$ cat config.mk
export PLATFORM = sky130hd
export DESIGN_NAME = key_event_decoder
export DESIGN_NICKNAME = d
export VERILOG_FILES = /design/src/rtl/key_event_decoder.sv
export SDC_FILE = /design/constraint.sdc
export NUM_CORES = 1
export LEC_CHECK = 0
export ABC_AREA = 1
export CELL_PAD_IN_SITES_DETAIL_PLACEMENT = 1
export CELL_PAD_IN_SITES_GLOBAL_PLACEMENT = 1
export CORE_AREA = 2 2 79 81
export CTS_CLUSTER_SIZE = 14
export DETAILED_ROUTE_END_ITERATION = 6
export DIE_AREA = 0 0 81 83
export GPL_ROUTABILITY_DRIVEN = 0
export PLACE_DENSITY = 0.71
export SKIP_LAST_GASP = 1
export SLEW_MARGIN = 10
export SYNTH_ARGS = -nofsm -noshare
export SYNTH_HDL_FRONTEND = slang
export SYNTH_SLANG_ARGS = --single-unit
$ cat constraint.sdc
create_clock -name clk -period 1.4 [get_ports clk]
set_clock_uncertainty 0.05 [all_clocks]
set_input_delay 0.28 -clock clk [delete_from_list [all_inputs] [get_ports clk]]
set_output_delay 0.28 -clock clk [all_outputs]
set_load 0.02 [all_outputs]
$ cat src/rtl/key_event_decoder.sv
// key_event_decoder: classifies debounced key presses into click / double-click / long-press events.
// Define KEY_DCLICK_EN to build the double-click path (WAIT2/PRESS2); otherwise a release emits a click at once.
//
// state     | meaning
// IDLE      | key released, waiting for a press
// PRESS1    | first press held, counting toward a long press
// LONG_HELD | long press reported, waiting for release
// WAIT2     | first release seen, counting the gap for a second press
// PRESS2    | second press held, double-click reported on release
module key_event_decoder #(
    parameter logic [31:0] LONG_CYCLES   = 32'd50000000,
    parameter logic [31:0] DCLICK_CYCLES = 32'd15000000
) (
    input  logic       clk,
    input  logic       rst,
    input  logic       key,
    output logic       ev_valid,
    output logic [1:0] ev_code,
    input  logic       ev_ready,
    output logic       ev_ovf
);

    localparam logic [1:0] CODE_CLICK  = 2'b01;
    localparam logic [1:0] CODE_LONG   = 2'b11;
    // The IDLE sample is the first high sample, so PRESS1 reaches LONG_CYCLES samples at cnt = LONG_CYCLES-2.
    localparam logic [31:0] LONG_TC    = LONG_CYCLES - 32'd2;

`ifdef KEY_DCLICK_EN
    localparam logic [1:0] CODE_DOUBLE = 2'b10;
    localparam logic [31:0] DCLICK_TC  = DCLICK_CYCLES - 32'd1;

    typedef enum logic [2:0] {
        IDLE      = 3'd0,
        PRESS1    = 3'd1,
        LONG_HELD = 3'd2,
        WAIT2     = 3'd3,
        PRESS2    = 3'd4
    } state_t;
`else
    typedef enum logic [1:0] {
        IDLE      = 2'd0,
        PRESS1    = 2'd1,
        LONG_HELD = 2'd2
    } state_t;

    logic unused_dclick;
    assign unused_dclick = ^DCLICK_CYCLES;
`endif

    state_t      state_q, state_d;
    logic [31:0] cnt_q, cnt_d;
    logic        ev_valid_q, ev_valid_d;
    logic [1:0]  ev_code_q, ev_code_d;
    logic        ev_ovf_q, ev_ovf_d;

    logic        emit;
    logic [1:0]  emit_code;
    logic        accept;
    logic        counting;

    always_ff @(posedge clk) begin
        if (rst) begin
            state_q    <= IDLE;
            cnt_q      <= 32'd0;
            ev_valid_q <= 1'b0;
            ev_code_q  <= 2'b00;
            ev_ovf_q   <= 1'b0;
        end else begin
            state_q    <= state_d;
            cnt_q      <= cnt_d;
            ev_valid_q <= ev_valid_d;
            ev_code_q  <= ev_code_d;
            ev_ovf_q   <= ev_ovf_d;
        end
    end

    always_comb begin
        state_d  = state_q;
        counting = 1'b0;
        case (state_q)
            IDLE: begin
                if (key) state_d = PRESS1;
            end
            PRESS1: begin
                counting = 1'b1;
                if (!key) begin
`ifdef KEY_DCLICK_EN
                    state_d = WAIT2;
`else
                    state_d = IDLE;
`endif
                end else if (cnt_q == LONG_TC) begin
                    state_d = LONG_HELD;
                end
            end
            LONG_HELD: begin
                if (!key) state_d = IDLE;
            end
`ifdef KEY_DCLICK_EN
            WAIT2: begin
                counting = 1'b1;
                // A rising key on the terminal cycle still counts as the second press.
                if (key) begin
                    state_d = PRESS2;
                end else if (cnt_q == DCLICK_TC) begin
                    state_d = IDLE;
                end
            end
            PRESS2: begin
                if (!key) state_d = IDLE;
            end
`endif
            default: state_d = IDLE;
        endcase

        if (state_d != state_q) begin
            cnt_d = 32'd0;
        end else if (counting) begin
            cnt_d = cnt_q + 32'd1;
        end else begin
            cnt_d = cnt_q;
        end
    end

    always_comb begin
        emit      = 1'b0;
        emit_code = CODE_CLICK;
        case (state_q)
            PRESS1: begin
                if (key && (cnt_q == LONG_TC)) begin
                    emit      = 1'b1;
                    emit_code = CODE_LONG;
                end
`ifndef KEY_DCLICK_EN
                if (!key) begin
                    emit      = 1'b1;
                    emit_code = CODE_CLICK;
                end
`endif
            end
`ifdef KEY_DCLICK_EN
            WAIT2: begin
                if (!key && (cnt_q == DCLICK_TC)) begin
                    emit      = 1'b1;
                    emit_code = CODE_CLICK;
                end
            end
            PRESS2: begin
                if (!key) begin
                    emit      = 1'b1;
                    emit_code = CODE_DOUBLE;
                end
            end
`endif
            default: begin
                emit      = 1'b0;
                emit_code = CODE_CLICK;
            end
        endcase

        // Single event slot: a new event only lands if the slot is empty or being drained this cycle.
        accept     = ev_valid_q && ev_ready;
        ev_valid_d = ev_valid_q;
        ev_code_d  = ev_code_q;
        ev_ovf_d   = ev_ovf_q;
        if (emit) begin
            if (!ev_valid_q || accept) begin
                ev_valid_d = 1'b1;
                ev_code_d  = emit_code;
            end else begin
                ev_ovf_d   = 1'b1;
            end
        end else if (accept) begin
            ev_valid_d = 1'b0;
        end
    end

    assign ev_valid = ev_valid_q;
    assign ev_code  = ev_code_q;
    assign ev_ovf   = ev_ovf_q;

endmodule

# Yosys cells after proc, flatten, opt, wreduce, memory -nomap -nowiden
# Cells that the tools add are included.
[totals]
ff_bits = 38
in_bits = 4
output_inout_bits = 4
elab_cells = 37
[op_classes]
n_reduce_logical = 10
eq_ne = 5
bitwise_logic = 1
n_mux = 15
addsub = 1
[op_table]
columns = ["cell", "count"]
rows = [
  ["$add A32 B1 Y32 const B", 1],
  ["$eq A32 B26 Y1 const B", 1],
  ["$mux W2", 7],
  ["$mux W1", 7],
  ["$pmux W2 S3", 1],
  ["$reduce_and A2 Y1", 3],
  ["$eq A2 B1 Y1 const B", 1],
  ["$eq A2 B2 Y1 const B", 1],
  ["$logic_and A1 B1 Y1", 2],
  ["$logic_not A2 Y1", 1],
  ["$ne A2 B1 Y1 const B", 1],
  ["$ne A2 B2 Y1", 1],
  ["$reduce_bool A2 Y1", 1],
  ["$reduce_or A2 Y1", 1],
  ["$logic_not A1 Y1", 1],
  ["$logic_or A1 B1 Y1", 1],
  ["$not A1 Y1", 1],
]

# Longest topological paths before layout
[depth]
depth_word = 7
depth_mapped = 12
ltp_nobuf = 12

# Least setup slack after synthesis
# OpenSTA, ideal clock, no wires.
[synth_path]
path_type = "reg2reg"
from = "register cnt_q[0]"
to = "register cnt_q[1]"
required_ns = 1.280
synth_period_minus_slack_ns = 1.535
t_arrival_ns = 1.416
path_slack_ns = -0.135
setup_time_ns = 0.070
stages_incl_launch_ff = 13
n_path_buf = 1
path_cell_list = "dfxtp_1 inv_1 ha_1 inv_1 nor2_1 nand2_1 nor2_1 nand2_1 nand2_1 nand2_1 nand3_2 buf_6 a21oi_1"
[synth_between]
elab_chain_cells = 6
elab_cells_between_ends = 7
cone_classes = "add/sub: 1; eq/ne: 2; mux: 3; reduce/logical: 1"
[synth_lines]
columns = ["item", "line", "source"]
rows = [
  ["start: declaration", "51", "logic [31:0] cnt_q, cnt_d;"],
  ["start signal: assignment", "70", "cnt_q <= cnt_d;"],
  ["$eq A32 B26 Y1", "92", "end else if (cnt_q == LONG_TC) begin"],
  ["$mux W2", "92", ""],
  ["$mux W2", "86", "if (!key) begin"],
  ["$pmux W2 S3", "80", "case (state_q)"],
  ["$ne A2 B2 Y1", "116", "if (state_d != state_q) begin"],
  ["$reduce_or A2 Y1 (no source line)", "n/a", ""],
]
# Parallel ways exist; a longest one is shown, timed or not.
# A chain may end at the register's enable or synchronous reset.

# Worst setup path in the final report
[layout_path]
from = "register cnt_q[24]"
to = "register cnt_q[26]"
# The elaborated chain is that of the path after synthesis.

==> flow_summary.ini <==
[global_route]
gr-total-overflow = 0
grt_pass1_vias = 2619
antenna_found_initial = 0
grt_max_degree = 12
grt_pass1_wl_um = 12000
track_usage_pct = 22.7

[clock_network]
cts_max_level = 2
numClockSinks = 38
clk_pin_slew_ps = 70
tritoncts = yes
cts-root-buf = clkbuf_8
clk-insertion-delay-late_ps = 300
clk_path_buf_depth = 2
cts_made_buffers = 5

[setup_path]
r2r_cells = 11
critPathLaunch = cnt_q[24]
r2r_start = cnt_q[24]
r2r-end = cnt_q[26]
cp_max_fo = 6
endpoint = cnt_q[26]
start_kind = flop
rrSetupSlack_ps = -260
end_kind = flop
path_class = flop to flop
required_ps = 1540
arrival_ps = 1800

[logic_synthesis]
syn_area_um2 = 2220
syn-num-nets = 351
ys_warn_count = 0
ys_seq_elements = 38
synth.distinct_cells = 26
synth_area_per_cell_um2 = 6.42
syn_inst = 345
synth_top_area_share_pct = 34.3
synthTopCellsByArea = dfxtp_1 (34%), nand2_1 (19%), nor2_1 (12%), inv_1 (6.6%), xor2_1 (5.5%)
seq_area_frac_synth_pct = 34.3
synth_top_area_cell = dfxtp_1

[floorplanning]
io_pins = 8
fp.dieW_um = 81
fp.dieArea_um2 = 6720
initial_utilization_pct = 38.1
core_area_um2 = 5820
row_count = 28
die_h_um = 83

[final_layout]
layout_commonest_cell = nand2_1
area_delta_synth_final_pct = 53.6
mostFrequentLayoutCells = nand2_1 (101), buf_4 (82), nor2_1 (46)
fill_cells = 786
layout.cells.non_filler = 522
layout-drive-gt1-share_pct = 39.4
num-nets-final = 453
diodes = 0

[detailed_routing]
drt-vias-per-instance = 4.82
post_drt_wl_per_cell_um = 15.7
post-route-drc-count = 0
antenna_left = 0
dr.pass1.iters = 4
drt-total-wl_um = 8170
vias = 2517
drt-initial-drc-count = 100

[timing]
timing.final.max_slew_violations = 0
period_minus_slack_ps = 1660
finalWorstSetupSlack_ps = -264
fmax_mhz = 601
finalCritPeriodShare_pct = 119
hold_viol_final = 0
timing.slew.headroom_pct = 77.6
worstMarginPinSlew_ps = 333
rsz0062_at_grt = yes
setup-tns-final_ps = -8880
setup_viol = 38

[power]
powerDensity_nw_per_um2 = 611
vdd_ir_drop_max_mv = 0.434
leakage_nw = 1.40

[min_path]
holdCritPathClass = flop to flop

[placement]
detailed_place_hpwl_um = 5420
port-buffer-count = 7
placed_cells = 502
pre_cts_ws_ps = -353

[outcome]
status = finished with violations
violations = negative setup slack

[flow_run]
drv_cap = 0
[worst max-delay path, cell delays in order, from the launching register on]
cell and delay [ps]:
dfxtp_1 320, inv_1 80, nand2_1 60, nor2_1 190, nand2_1 130, nor2_2 120
nand2_2 100, nand2_2 80, nand2_2 70, nand3_4 150, clkbuf_16 190, a21oi_2 30
[worst min path at each step]
stage	start	to	slack (ps)	cells past startpoint
global route	ev_ovf	ev_ovf	440	2
global placement	ev_code[0]	ev_code[0]	380	2
floorplan	rst	ev_code[0]	300	1
detailed placement	ev_code[0]	ev_code[0]	400	2
finish	ev_ovf	ev_ovf	410	2
CTS	ev_ovf	ev_ovf	410	2
[routing by layer]
layer	track usage [%]	vias up	wire length, um
li1	-	1253	-
met1	27.5	1226	3530
met2	41.2	32	4390
met3	3.70	6	189
met4	4.78	0	56
met5	0	-	0
[Yosys cell counts, drive strengths merged]
| cell type | n |
|---|---|
| nand2 | 113 |
| nor2 | 82 |
| inv | 41 |
| dfxtp | 38 |
| nand3 | 20 |
| xor2 | 14 |
| a21oi | 12 |
| buf | 4 |
| nand4 | 4 |
| xnor2 | 4 |
| nor3 | 3 |
| and3 | 2 |
| ha | 2 |
| o21ai | 2 |
| nand3b | 1 |
| o211ai | 1 |
| o21bai | 1 |
| or2 | 1 |
[cell type report]
| class | instances | area [um^2] | share of cell area (%) |
|---|---|---|---|
| Timing Repair Buffer | 99 | 811 | 23.8 |
| Tap cell | 75 | 93.8 | 2.76 |
| Clock buffer | 7 | 86.3 | 2.54 |
| Inverter | 41 | 156 | 4.59 |
| Sequential cell | 38 | 774 | 22.7 |
| Multi-Input combinational cell | 262 | 1480 | 43.6 |
[through the flow]
stage	cell area (um^2)	hold WS [ps]	utilization [%]	power, mW
after CTS	3140	414	53.9	2.04
final	3400	409	58.5	2.08
after floorplan	2220	299	-	1.18
after detailed placement	2940	398	50.5	1.24
after global routing	3400	445	58.5	2.15
after global placement	2940	384	50.5	1.24
[registers in the layout (all words and copies together), names as in the netlist]
name and count:
cnt_q 32, ev_valid 1, ev_code 2, state_q 2
ev_ovf 1
[timing repair]
| action | CTS | global route |
|---|---|---|
| hold buffers | 0 | 0 |
| cloned | 2 | 1 |
| gates resized for setup | 30 | 57 |
| endpoints found under the setup margin | 41 | 38 |
| pin swaps | 1 | 22 |
| setup buffers | 2 | 8 |
[cells by family after synthesis]
| group | after synthesis | synth area share [%] |
|---|---|---|
| and+or+nand+nor | 226 | 44.8 |
| buffers and inverters | 45 | 8.81 |
| DFF | 38 | 34.3 |
| xor gates and xnor gates | 18 | 7.11 |
| AOI/OAI and AO/OA | 16 | 3.84 |
| adders and majority gates | 2 | 1.13 |
[power by group]
group / total (mW) / internal (mW) / switching [mW]
sequential: 1.09 / 1.08 / 0.00585
combinational: 0.193 / 0.0873 / 0.105
clock: 0.797 / 0.392 / 0.405
Note: power is estimated with default switching activity, not from simulation.
